--- src/rtl/sync_fifo_param.sv ---
// Parametrised single-clock FIFO with almost-full/almost-empty thresholds, standard or FWFT read,
// full-with-read pass-through and sticky overflow/underflow flags.
module sync_fifo_param #(
  parameter int DATA_W    = 8,
  parameter int DEPTH     = 64,
  parameter int AF_THRESH = 56,
  parameter int AE_THRESH = 8,
  parameter bit FWFT      = 1'b0,
  localparam int CW       = $clog2(DEPTH + 1)
) (
  input  logic              clk,
  input  logic              rst,
  input  logic              wr_en,
  input  logic [DATA_W-1:0] wr_data,
  input  logic              rd_en,
  output logic [DATA_W-1:0] rd_data,
  output logic              rd_valid,
  output logic [CW-1:0]     count,
  output logic              empty,
  output logic              full,
  output logic              almost_empty,
  output logic              almost_full,
  output logic              overflow,
  output logic              underflow
);

  localparam int            PW       = $clog2(DEPTH);
  localparam logic [CW-1:0] DEPTH_C  = CW'(DEPTH);
  localparam logic [CW-1:0] AF_C     = CW'(AF_THRESH);
  localparam logic [CW-1:0] AE_C     = CW'(AE_THRESH);
  localparam logic [PW-1:0] LAST_PTR = PW'(DEPTH - 1);

  logic [DATA_W-1:0] mem [DEPTH];
  logic [PW-1:0]     wr_ptr;
  logic [PW-1:0]     rd_ptr;
  logic              rd_acc;
  logic              wr_acc;

  // Flags decode only the registered count, so wr_en/rd_en never reach them combinationally.
  assign empty        = (count == '0);
  assign full         = (count == DEPTH_C);
  assign almost_empty = (count <= AE_C);
  assign almost_full  = (count >= AF_C);

  assign rd_acc = rd_en && !empty;
  assign wr_acc = wr_en && (!full || rd_acc);

  always_ff @(posedge clk) begin
    if (rst) begin
      wr_ptr    <= '0;
      rd_ptr    <= '0;
      count     <= '0;
      overflow  <= 1'b0;
      underflow <= 1'b0;
    end else begin
      if (wr_acc)
        wr_ptr <= (wr_ptr == LAST_PTR) ? '0 : wr_ptr + PW'(1);
      if (rd_acc)
        rd_ptr <= (rd_ptr == LAST_PTR) ? '0 : rd_ptr + PW'(1);
      if (wr_acc && !rd_acc)
        count <= count + CW'(1);
      else if (rd_acc && !wr_acc)
        count <= count - CW'(1);
      if (wr_en && !wr_acc)
        overflow <= 1'b1;
      if (rd_en && !rd_acc)
        underflow <= 1'b1;
    end
  end

  // Storage is not reset; when full with a simultaneous read, the read sees the old entry.
  always_ff @(posedge clk) begin
    if (!rst && wr_acc)
      mem[wr_ptr] <= wr_data;
  end

  generate
    if (FWFT) begin : g_fwft
      // Head is masked to zero while empty so stale or uninitialised storage never shows.
      assign rd_data  = empty ? '0 : mem[rd_ptr];
      assign rd_valid = !empty;
    end else begin : g_std
      always_ff @(posedge clk) begin
        if (rst) begin
          rd_data  <= '0;
          rd_valid <= 1'b0;
        end else begin
          rd_valid <= rd_acc;
          if (rd_acc)
            rd_data <= mem[rd_ptr];
        end
      end
    end
  endgenerate

endmodule

--- config.mk ---
export PLATFORM = sky130hd
export DESIGN_NAME = sync_fifo_param
export DESIGN_NICKNAME = d
export VERILOG_FILES = /design/src/rtl/sync_fifo_param.sv
export SDC_FILE = /design/constraint.sdc
export NUM_CORES = 1
export LEC_CHECK = 0
export CORE_ASPECT_RATIO = 0.8
export CORE_UTILIZATION = 52
export CTS_BUF_LIST = sky130_fd_sc_hd__clkbuf_8
export DETAILED_ROUTE_END_ITERATION = 10
export DONT_BUFFER_PORTS = 1
export PLACE_DENSITY = 0.67
export SLEW_MARGIN = 25
export SYNTH_ARGS = -nofsm -noshare
export SYNTH_HDL_FRONTEND = slang
export SYNTH_SLANG_ARGS = --single-unit
--- constraint.sdc ---
create_clock -name clk -period 4.55 [get_ports clk]
set_input_delay 0.455 -clock clk [delete_from_list [all_inputs] [get_ports clk]]
set_output_delay 0.455 -clock clk [all_outputs]
set_load 0.01 [all_outputs]
# After elaboration in Yosys (flattened, before gate mapping)
# Memories as Yosys holds them, arrays and structs flattened. A register that Yosys moved wholly into a read port is not among the register bits.
# Index checks and enable logic that the tools add are counted.
classes:
  add_sub_neg: 4
  n_lt_le_gt_ge: 2
  n_eq_ne: 3
  n_mux: 6
  n_reduce_logical: 15
op_table:
  columns: ["op", "count"]
  rows:
  - ["two-way mux 7 bit", 2]
  - ["adder 6 x 1 -> 6 bit (second input constant)", 2]
  - ["equality test 6 bit (second input constant)", 2]
  - ["two-way mux 6 bit", 2]
  - ["adder 7 x 1 -> 7 bit (second input constant)", 1]
  - ["equality test 7 bit (second input constant)", 1]
  - ["greater-or-equal comparator 7 x 6 -> 1 bit (second input constant)", 1]
  - ["<= comparator 7 x 4 -> 1 bit (second input constant)", 1]
  - ["logical AND 1 bit", 7]
  - ["logical NOT 7 bit", 1]
  - ["subtractor 7 x 1 -> 7 bit (second input constant)", 1]
  - ["logical NOT 1 bit", 5]
  - ["two-way mux 1 bit", 2]
  - ["nonzero test 2 bit", 1]
  - ["logical OR 1 bit", 1]
word_totals:
  register_bits: 22
  mem_bits_rw: 512
  input_bits: 12
  out_inout_bits: 22
  elab_cells: 37
  n_memories: 1
mem_list:
  columns: ["name", "words", "width", "rd", "rd_clocked_by_memory_dff", "wr", "line_no", "text"]
  rows:
  - ["mem", 64, 8, 1, 1, 1, "33", "logic [DATA_W-1:0] mem [DEPTH];"]

# Logic depth before layout (Yosys ltp)
# Gate-level depths: netlist of the first run.
depth:
  depth_word: 9
  depth_mapped: 12
  mapped_depth_nobuf: 11

# Worst setup path after synthesis of the first run
# OpenSTA, ideal clock, no wires.
synth_timing:
  kind: "register to register"
  startpoint: "register count[0]"
  endpoint: "register count[6]"
  setup_time_ns: 0.121
  t_arrival_ns: 3.123
  required_time_ns: 4.429
  setup_slack_ns: 1.306
  stages_incl_launch_ff: 13
  n_path_buf: 1
  synth_period_minus_slack_ns: 3.244
  cell_sequence: "dfxtp_1 or3_4 o31a_1 inv_2 buf_2 ha_1 inv_1 fa_1 a21o_1 a21oi_1 o211ai_1 o211ai_1 mux2_2"
synth_between:
  elab_chain_len: 8
  elab_cells_between_ends: 16
  classes_between: "add/sub: 2; eq/ne: 1; mux: 2; reduce/logical: 11"
synth_rtl:
  columns: ["element", "line_no", "text"]
  rows:
  - ["start, declared", "18", "output logic [CW-1:0] count,"]
  - ["start signal, assigned", "61", "count <= count + CW'(1);"]
  - ["start signal, assigned", "63", "count <= count - CW'(1);"]
  - ["branches (longest 8 deep; another with subtractor 7 x 1 -> 7 bit)", null, null]
# Parallel ways; which one is timed is not known. The select of a mux whose other input is x is not followed.
# A chain may end at the register's enable or synchronous reset.

# Worst setup path in the final report of the first run
# Same ends and word-level chain as after synthesis.

==> impl_metrics.toml, run 1 <==
[synthesis]
synth_top_family_by_area = "multiplexers"
synthAdderAreaFrac = 0.005578
yosys_warnings = 0
synth_area_leader_cell = "edfxtp_1"
syn_inst = 1189
ys_seq_area_frac = 0.7419
ys_ff_latch = 542
synth_fp_nets = 1210
synth_flop_cell = "edfxtp_1"
synth_area_um2 = 21530
ys_types = 56
yosys.area_share.simple = 0.05102
synth_edf_count = 512
synth_top_area_share = 0.7140
synth-compound-area-share = 0.06060
syn_avg_cell_area_um2 = 18.11
synth_mux_area_frac = 0.1148
synthXorXnorAreaFrac = 0.005288
async_reset_ff_frac = 0
synth_area_leaders = "edfxtp_1 (71%), mux4_2 (6.5%), mux2i_1 (3.0%)"

[floorplan]
rows = 66
die_x_um = 229.5
ios = 34
initial_utilization = 0.5289
die_y_um = 184.0
dieArea_um2 = 42230
fp.coreArea_um2 = 40710

[timing]
setup_ws_ns = 1.005
fin_crit_sh = 0.7791
slew_headroom = 0.2755
hold_viol = 0
setup_violations = 0
fin_tns_setup_ns = 0
worst_pin_slew_ns = 1.059
rsz0062_at_grt = "no"
drv_slew = 0
fmax_mhz = 282.1
whs_ns = 0.04206
min_period_ns = 3.545
skew_ns = 0.03173

[flow_run]
max_cap_violations = 0

[layout]
final_cell_mix = "edfxtp_1 (512), clkbuf_8 (91), nor2_1 (80)"
nets = 1251
area_growth_pct = 10.48
final_common_cell = "edfxtp_1"
n_antenna_cell = 0
layout-drive-gt1-share = 0.1853
post-route-util = 0.5843

[detailed_routing]
wl_um = 47470
antenna_left = 0
viasPerCell = 6.103
routedWlPerCell_um = 25.88
drc = 0
dr_total_vias = 11193
drt_iter0_markers = 1069
first_pass_iters = 5

[clock_tree]
cts_buffer_depth = 3
clkSinkCount = 542
root_buffer = "clkbuf_8"
path_clk_slew_ns = 0.06
cts_tree = "built"
clk_latency_ns = 0.63
cts_max_level = 3
cts_buffers = 83

[global_route]
grt_pass1_wl_um = 71240
grt_max_degree = 65
grt_pass1_vias = 10915
overflow = 0
antenna_found_initial = 0
grt_use_total = 0.2308

[outcome]
status = "finished clean"

[setup_path]
arrival_ns = 4.07
cp-start-kind = "flop"
path_cells = "or3_4 > o31a_1 > inv_2 > ha_1 > inv_1 > fa_1 > a21o_1 > a21oi_1 > o211ai_1 > o211ai_1 > mux2_2"
worst-setup-path-type = "flop to flop"
cp.required_ns = 5.08
worst_path_max_delay_cell = "or3_4"
crit_path_max_fanout = 14
end_kind = "flop"
cpLargestDelayFamily = "compound AO/OA/AOI/OAI gates"
crit_top_cell = "o211ai_1"
crit_path_max_incr_delay_ns = 0.46
cp_num_buf_inv = 2

[worst_hold_path]
hold_path_class = "primary input to flop"

[place]
dp_slack_ns = 1.042
hpwl_um = 28700
place.gp.congestion = 0.8906
port_buffers = 0

[power_and_ir_drop]
leakagePower_nw = 7.416
clock_power_share = 0.338
p_int_mw = 8.165
switchingPower_mw = 2.880
p_comb_frac = 0.148
worst_ir_drop_vdd_v = 0.0003853
p_per_area_nw_per_um2 = 464.3
seqPwrFrac = 0.514
power_mw = 11.05
swShare = 0.2607
==> sequential cells by signal, indices dropped and copies added, names as in the netlist <==
name       cells
underflow      1
rd_data        8
rd_ptr         6
overflow       1
rd_valid       1
count          7
mem          512
wr_ptr         6
==> synth_stat cells, types with 3 or more instances <==
cell and count:
edfxtp_1 512, nor2_1 82, mux2i_1 65, mux4_2 62, a22o_1 48, nor2b_1 34
a2111oi_0 33, mux2_2 33, a211oi_1 32, dfxtp_1 30, clkbuf_1 29, buf_2 23
nand2_1 21, nand3_1 17, nor4_1 17, o22ai_1 16, or3_1 14, buf_4 12
inv_1 10, a21oi_1 9, o221ai_1 9, ha_1 8, xnor2_1 7, buf_1 6
nor3_1 6, xor2_1 6, buf_8 3, nand2b_1 3, nand3b_1 3, or3b_2 3
==> cell families after synthesis <==
kind of cell | Yosys count
buf+inv | 87
simple gates | 214
flops | 542
compound gates | 162
mux | 162
fa+ha+maj | 9
xor+xnor | 13
==> metal layers <==
metal	global-route usage	wire length, um
met1	0.3393	21510
met2	0.3447	21570
met3	0.05521	3378
met4	0.06640	1014
met5	0	0
==> power by group through the flow <==
stage | clock (mW) | combinational [mW] | sequential [mW]
after floorplan | 0 | 1.23 | 5.71
after global placement | 0 | 1.51 | 5.78
after detailed placement | 0 | 1.53 | 5.79
after CTS | 3.79 | 1.64 | 5.68
after global routing | 4.01 | 1.76 | 5.69
final | 3.73 | 1.63 | 5.68
==> per-stage QoR <==
step                area, um^2  std cells
floorplan                21530       1189
global placement         22000       1678
detailed placement       22020       1678
CTS                      23780       1834
global route             23790       1834
finish                   23790       1834
==> what timing repair did <==
item,in CTS,in global routing
endpoints found under the hold margin,527,0
hold buffers,11,0
buffers inserted,0,0
resized for setup,0,0
==> final timing paths <==
| kind | start | end | slack, ns | cells after the start |
|---|---|---|---|---|
| hold reg to reg | count[2] | count[2] | 0.55 | 2 |
| setup / recovery | count[0] | count[6] | 1.01 | 11 |
| setup reg to reg | count[0] | count[6] | 1.01 | 11 |
| hold / removal | rst | wr_ptr[3] | 0.04 | 2 |
==> cell type report <==
type,instances,area (um^2)
flip-flops and latches,542,15980
inverters,12,45.04
clock buffers,91,1252
multi-input cells,560,5141
well taps,544,680.7
repair buffers,31,425.4
clock inverters,54,261.5
fillers,2996,16920
(Power assumes the default switching activity.)
==> run 2: changes to the inputs <==
- ABC_AREA: default -> 1
- clock period: 4.55 -> 3.4 ns (I/O delays scaled with it)
==> impl_metrics.toml, run 2 <==
[global_route]
antenna_found_initial = 1
grt_pass1_wl_um = 86460
grt_use_total = 0.2612
overflow = 0
grt_max_degree = 149
grt_pass1_vias = 14431

[synthesis]
yosysMostFrequentCell = "nand2_1"
synth_area_leader_cell = "edfxtp_1"
synth_flop_cell = "edfxtp_1"
synth_area_um2 = 22540
ys_ff_latch = 542
ys_types = 31
synth_top_area_share = 0.6820
syn_avg_cell_area_um2 = 11.39
synth_area_leaders = "edfxtp_1 (68%), nand3_1 (11%), nand2_1 (10%)"
synth_fp_nets = 2001
async_reset_ff_frac = 0
synth_commonest_cells = "nand2_1 (608), edfxtp_1 (512), nand3_1 (482), nor2_1 (96), buf_2 (59)"
yosys_warnings = 0
synth_edf_count = 512
ys_seq_area_frac = 0.7087
syn_inst = 1980

[detailed_routing]
drc = 0
dr_total_vias = 15055
wl_met3_um = 5375
routedWlPerCell_um = 21.72
wl_met2_um = 25340
viasPerCell = 5.748
wl_met1_um = 24820
first_pass_iters = 5
antenna_left = 0
drt_iter0_markers = 1666
maxUsedRoutingLayer = "met4"
wl_um = 56870

[timing]
setup_ws_ns = 0.3768
skew_ns = 0.02758
fmax_mhz = 330.8
fin_tns_setup_ns = 0
slew_headroom = 0.4300
hold_viol = 0
min_period_ns = 3.023
rsz0062_at_grt = "no"
drv_slew = 0
worst_pin_slew_ns = 0.8550
setup_violations = 0
fin_crit_sh = 0.8892

[floorplan]
ios = 34
dieArea_um2 = 44190
initial_utilization = 0.5325
die_y_um = 188.2
rows = 67
die_x_um = 234.8
fp.coreArea_um2 = 42330

[place]
dp_slack_ns = 0.3194
dp.cells = 2461
hpwl_um = 32390
place.gp.congestion = 0.8803
port_buffers = 0

[setup_path]
regToRegSetupSlack_ns = 0.38
worst-setup-path-type = "flop to flop"
end_kind = "flop"
crit_top_cell = "nand2_1"
crit_start = "count[1]"
reg2reg_from = "count[1]"
cp.required_ns = 3.91
r2r-end = "count[5]"
crit_path_max_incr_delay_ns = 0.38
critPathCapture = "count[5]"
crit_path_max_fanout = 8
arrival_ns = 3.53
cp-start-kind = "flop"
reg2regPathDepth = 17
path_cells = "inv_1 > nand4_1 > nor3_4 > nand2_1 > nand2_2 > inv_2 > ha_1 > inv_2 > ha_1 > a21oi_1 > nand2_1 > a21o_1 > nand2_1 > nand2_1 > xor2_1 > o21ai_0 > inv_1"
worst_path_max_delay_cell = "dfxtp_1"

[layout]
n_antenna_cell = 0
final_common_cell = "nand2_1"
largest_reg_flops = 512
post-route-util = 0.5828
layout-drive-gt1-share = 0.08515
stdcell_count = 2619
area_growth_pct = 9.441
top_regs = "mem x512, rd_data x8, count x7"
largest_register = "mem"
nets = 2026
final_cell_mix = "nand2_1 (608), edfxtp_1 (512), nand3_1 (482)"

[power_and_ir_drop]
power_mw = 15.88
p_per_area_nw_per_um2 = 643.8
worst_ir_drop_vdd_v = 0.0006099
leakagePower_nw = 8.928

[worst_hold_path]
hold_path_class = "primary input to flop"

[clock_tree]
cts_max_level = 3
cts_setup_buffers = 0
clk_latency_ns = 0.65
cts_buffers = 82
clkSinkCount = 542
cts_tree = "built"
root_buffer = "clkbuf_8"
cts_buffer_depth = 3
path_clk_slew_ns = 0.06

[outcome]
status = "finished clean"

[flow_run]
max_cap_violations = 0
run 2: cell count changes after synthesis, sizes merged, moves of 34 or more:
cell,change
a22o,-48
mux4,-64
nand2,+597
nand3,+465
nor2b,-34
inv,+39
mux2i,-65
buf,+54
run 2: critical path: cells and delay by family (launching register included):
kind / cells / cell delay, ns
flip-flops: 1 / 0.38
AND/OR/NAND/NOR: 7 / 0.94
AO/OA/AOI/OAI: 3 / 0.49
adder cells (fa/ha/maj): 2 / 0.52
XOR/XNOR: 1 / 0.13
buffers and inverters: 4 / 0.44
run 2: cells by family (layout without fill, tap and decap cells):
logic type / Yosys count / in the layout / share of synthesized area
compound gates: 34 / 34 / 0.007771
simple gates: 1214 / 1214 / 0.2320
flops: 542 / 542 / 0.7087
xor+xnor: 10 / 10 / 0.003885
fa+ha+maj: 9 / 9 / 0.005329
buf+inv: 171 / 258 / 0.04235
run 2: metrics by stage:
stage               hold slack, ns  cell area [um^2]
floorplan                   0.4389             22540
global route               0.06374             24670
detailed placement          0.4141             22910
global placement            0.4116             22910
finish                     0.05149             24670
CTS                        0.01778             24660
run 2: report_power, final:
group          internal, mW  switching [mW]  leakage, nW  total [mW]
registers              7.40           0.132         4.85        7.53
clock network          2.54            2.46        0.851        5.00
logic                 0.944            2.42         3.23        3.36
total                  10.9            5.00         8.93        15.9
run 2: what timing repair did:
action	CTS	global route
endpoints found under the hold margin	530	0
resized for setup	0	2
endpoints found under the setup margin	0	2
hold buffers	12	0
run 2: worst min path at each step:
stage	cells past startpoint	from	slack [ns]	to
global route	3	rst	0.06	wr_ptr[2]
finish	3	rst	0.05	wr_ptr[2]
CTS	3	rst	0.02	wr_ptr[2]
floorplan	0	wr_data[0]	0.44	mem[0][0]
detailed placement	1	rst	0.41	overflow
global placement	1	rst	0.41	overflow
run 2: metal layers:
layer  up-vias  GRT usage
li1       6979          -
met1      7253     0.3861
met2       738     0.3858
met3        85    0.05860
met4         0    0.08426
met5         -          0
run 2: area by class of cell:
class	count	area, um^2
fill	3445	17660
sequential	542	15980
multi-input combinational	1267	5619
clock buffer	85	1170
tap	552	690.7
timing repair buffer	59	675.6
clock inverter	61	325.3
inverter	53	206.4
==> run 3: changes to the inputs <==
- CORE_UTILIZATION: 52 -> 37
- PLACE_DENSITY: 0.67 -> default
==> impl_metrics.toml, run 3 (synthesis results as in run 2) <==
[clock_tree]
cts_resized = 0
clkSinkCount = 542
root_buffer = "clkbuf_8"
cts_setup_buffers = 0
path_clk_slew_ns = 0.07
hold_buffers = 11
cts_max_level = 3
cts_buffer_depth = 3
clk_latency_ns = 0.65
cts_buffers = 85
cts_tree = "built"

[place]
dp.cells = 2697
dp_slack_ns = 0.4828
hpwl_um = 34160
place.gp.congestion = 0.9082
port_buffers = 0

[setup_path]
worst-setup-path-type = "flop to flop"
crit_path_max_fanout = 8
worst_path_max_delay_cell = "dfxtp_1"
cp-start-kind = "flop"
crit_path_max_incr_delay_ns = 0.38
end_kind = "flop"
path_cells = "inv_1 > nand4_1 > nor3_2 > nand2_1 > nand2_2 > inv_2 > ha_1 > inv_1 > ha_1 > a21oi_1 > nand2_1 > a21o_1 > nand2_1 > nand2_1 > xor2_1 > o21ai_0 > inv_1"
cp.required_ns = 3.94
crit_top_cell = "nand2_1"
arrival_ns = 3.47

[layout]
nets = 2037
stdcell_count = 2858
largest_register = "mem"
final_common_cell = "nand2_1"
largest_reg_flops = 512
area_growth_pct = 11.26
top_regs = "mem x512, rd_data x8, count x7"
layout-drive-gt1-share = 0.09240
final_cell_mix = "nand2_1 (608), edfxtp_1 (512), nand3_1 (482)"

[detailed_routing]
dr_total_vias = 14984
routedWlPerCell_um = 20.88
drc = 0
first_pass_iters = 5
wl_um = 59690
drt_iter0_markers = 1768
viasPerCell = 5.243
antenna_left = 0

[floorplan]
die_y_um = 222.8
die_x_um = 278.0
initial_utilization = 0.3760
dieArea_um2 = 61920
ios = 34
fp.coreArea_um2 = 59960
rows = 80

[power_and_ir_drop]
swShare = 0.3139
worst_ir_drop_vdd_v = 0.0004284
switchingPower_mw = 5.046
clock_power_share = 0.323
seqPwrFrac = 0.471
p_comb_frac = 0.206
p_int_mw = 11.03
leakagePower_nw = 9.014
p_per_area_nw_per_um2 = 640.9

[timing]
slew_headroom = 0.3018
fmax_mhz = 341.1
setup_violations = 0
setup_ws_ns = 0.4680
rsz0062_at_grt = "no"
skew_ns = 0.02754
fin_tns_setup_ns = 0
worst_pin_slew_ns = 1.041
drv_slew = 0
min_period_ns = 2.932
fin_crit_sh = 0.8624
hold_viol = 0

[global_route]
antenna_found_initial = 0
grt_max_degree = 164
overflow = 0
grt_pass1_vias = 14621
grt_pass1_wl_um = 90050
grt_use_total = 0.1946

[flow_run]
max_cap_violations = 0

[worst_hold_path]
hold_path_class = "primary input to flop"

[outcome]
status = "finished clean"
==> run 3: power by group through the flow <==
stage / Clock, mW / Sequential, mW / Combinational (mW)
after floorplan: 0 / 7.63 / 2.42
after global placement: 0 / 7.71 / 3.10
after detailed placement: 0 / 7.71 / 3.12
after CTS: 5.28 / 7.57 / 3.30
after global routing: 5.55 / 7.58 / 3.66
final: 5.19 / 7.57 / 3.31
==> run 3: final timing paths <==
| path | from | endpoint | slack, ns | cells past startpoint |
|---|---|---|---|---|
| worst max-delay path | count[1] | count[5] | 0.47 | 17 |
| worst min-delay path | wr_data[0] | mem[14][0] | 0.11 | 1 |
| worst max register to register | count[1] | count[5] | 0.47 | 17 |
| worst min register to register | overflow | overflow | 0.52 | 2 |
==> run 3: worst max-delay path, delay by kind of cell (launching register included) <==
| family | cells | cell delay (ns) |
|---|---|---|
| AO/OA/AOI/OAI | 3 | 0.48 |
| XOR/XNOR | 1 | 0.13 |
| adder cells (fa/ha/maj) | 2 | 0.55 |
| buffers and inverters | 4 | 0.48 |
| flip-flops | 1 | 0.38 |
| AND/OR/NAND/NOR | 7 | 0.79 |
==> run 3: layout make-up <==
cell class / count / area (um^2)
flip-flops and latches: 542 / 15980
clock inverters: 58 / 311.5
well taps: 779 / 974.7
inverters: 53 / 209.0
clock buffers: 91 / 1252
fillers: 5627 / 34880
repair buffers: 67 / 733.2
multi-input cells: 1267 / 5613
diodes: 1 / 2.502
==> run 3: routing by layer <==
layer / track usage / vias to the layer above / wire length, um
met1: 0.2862 / 7263 / 27390
met4: 0.05632 / 0 / 1252
li1: - / 6991 / -
met5: 0 / - / 0
met2: 0.2802 / 648 / 25450
met3: 0.05205 / 82 / 5594
==> run 3: through the flow <==
stage                     power [mW]    util  hold WS (ns)  area (um^2)
after floorplan                10.05       -        0.4389        22540
after global routing           16.79  0.4183       0.07407        25080
final                          16.07  0.4183        0.1055        25080
after CTS                      16.15  0.4183       0.06919        25080
after global placement         10.80  0.3880        0.4149        23260
after detailed placement       10.83  0.3880        0.4148        23260
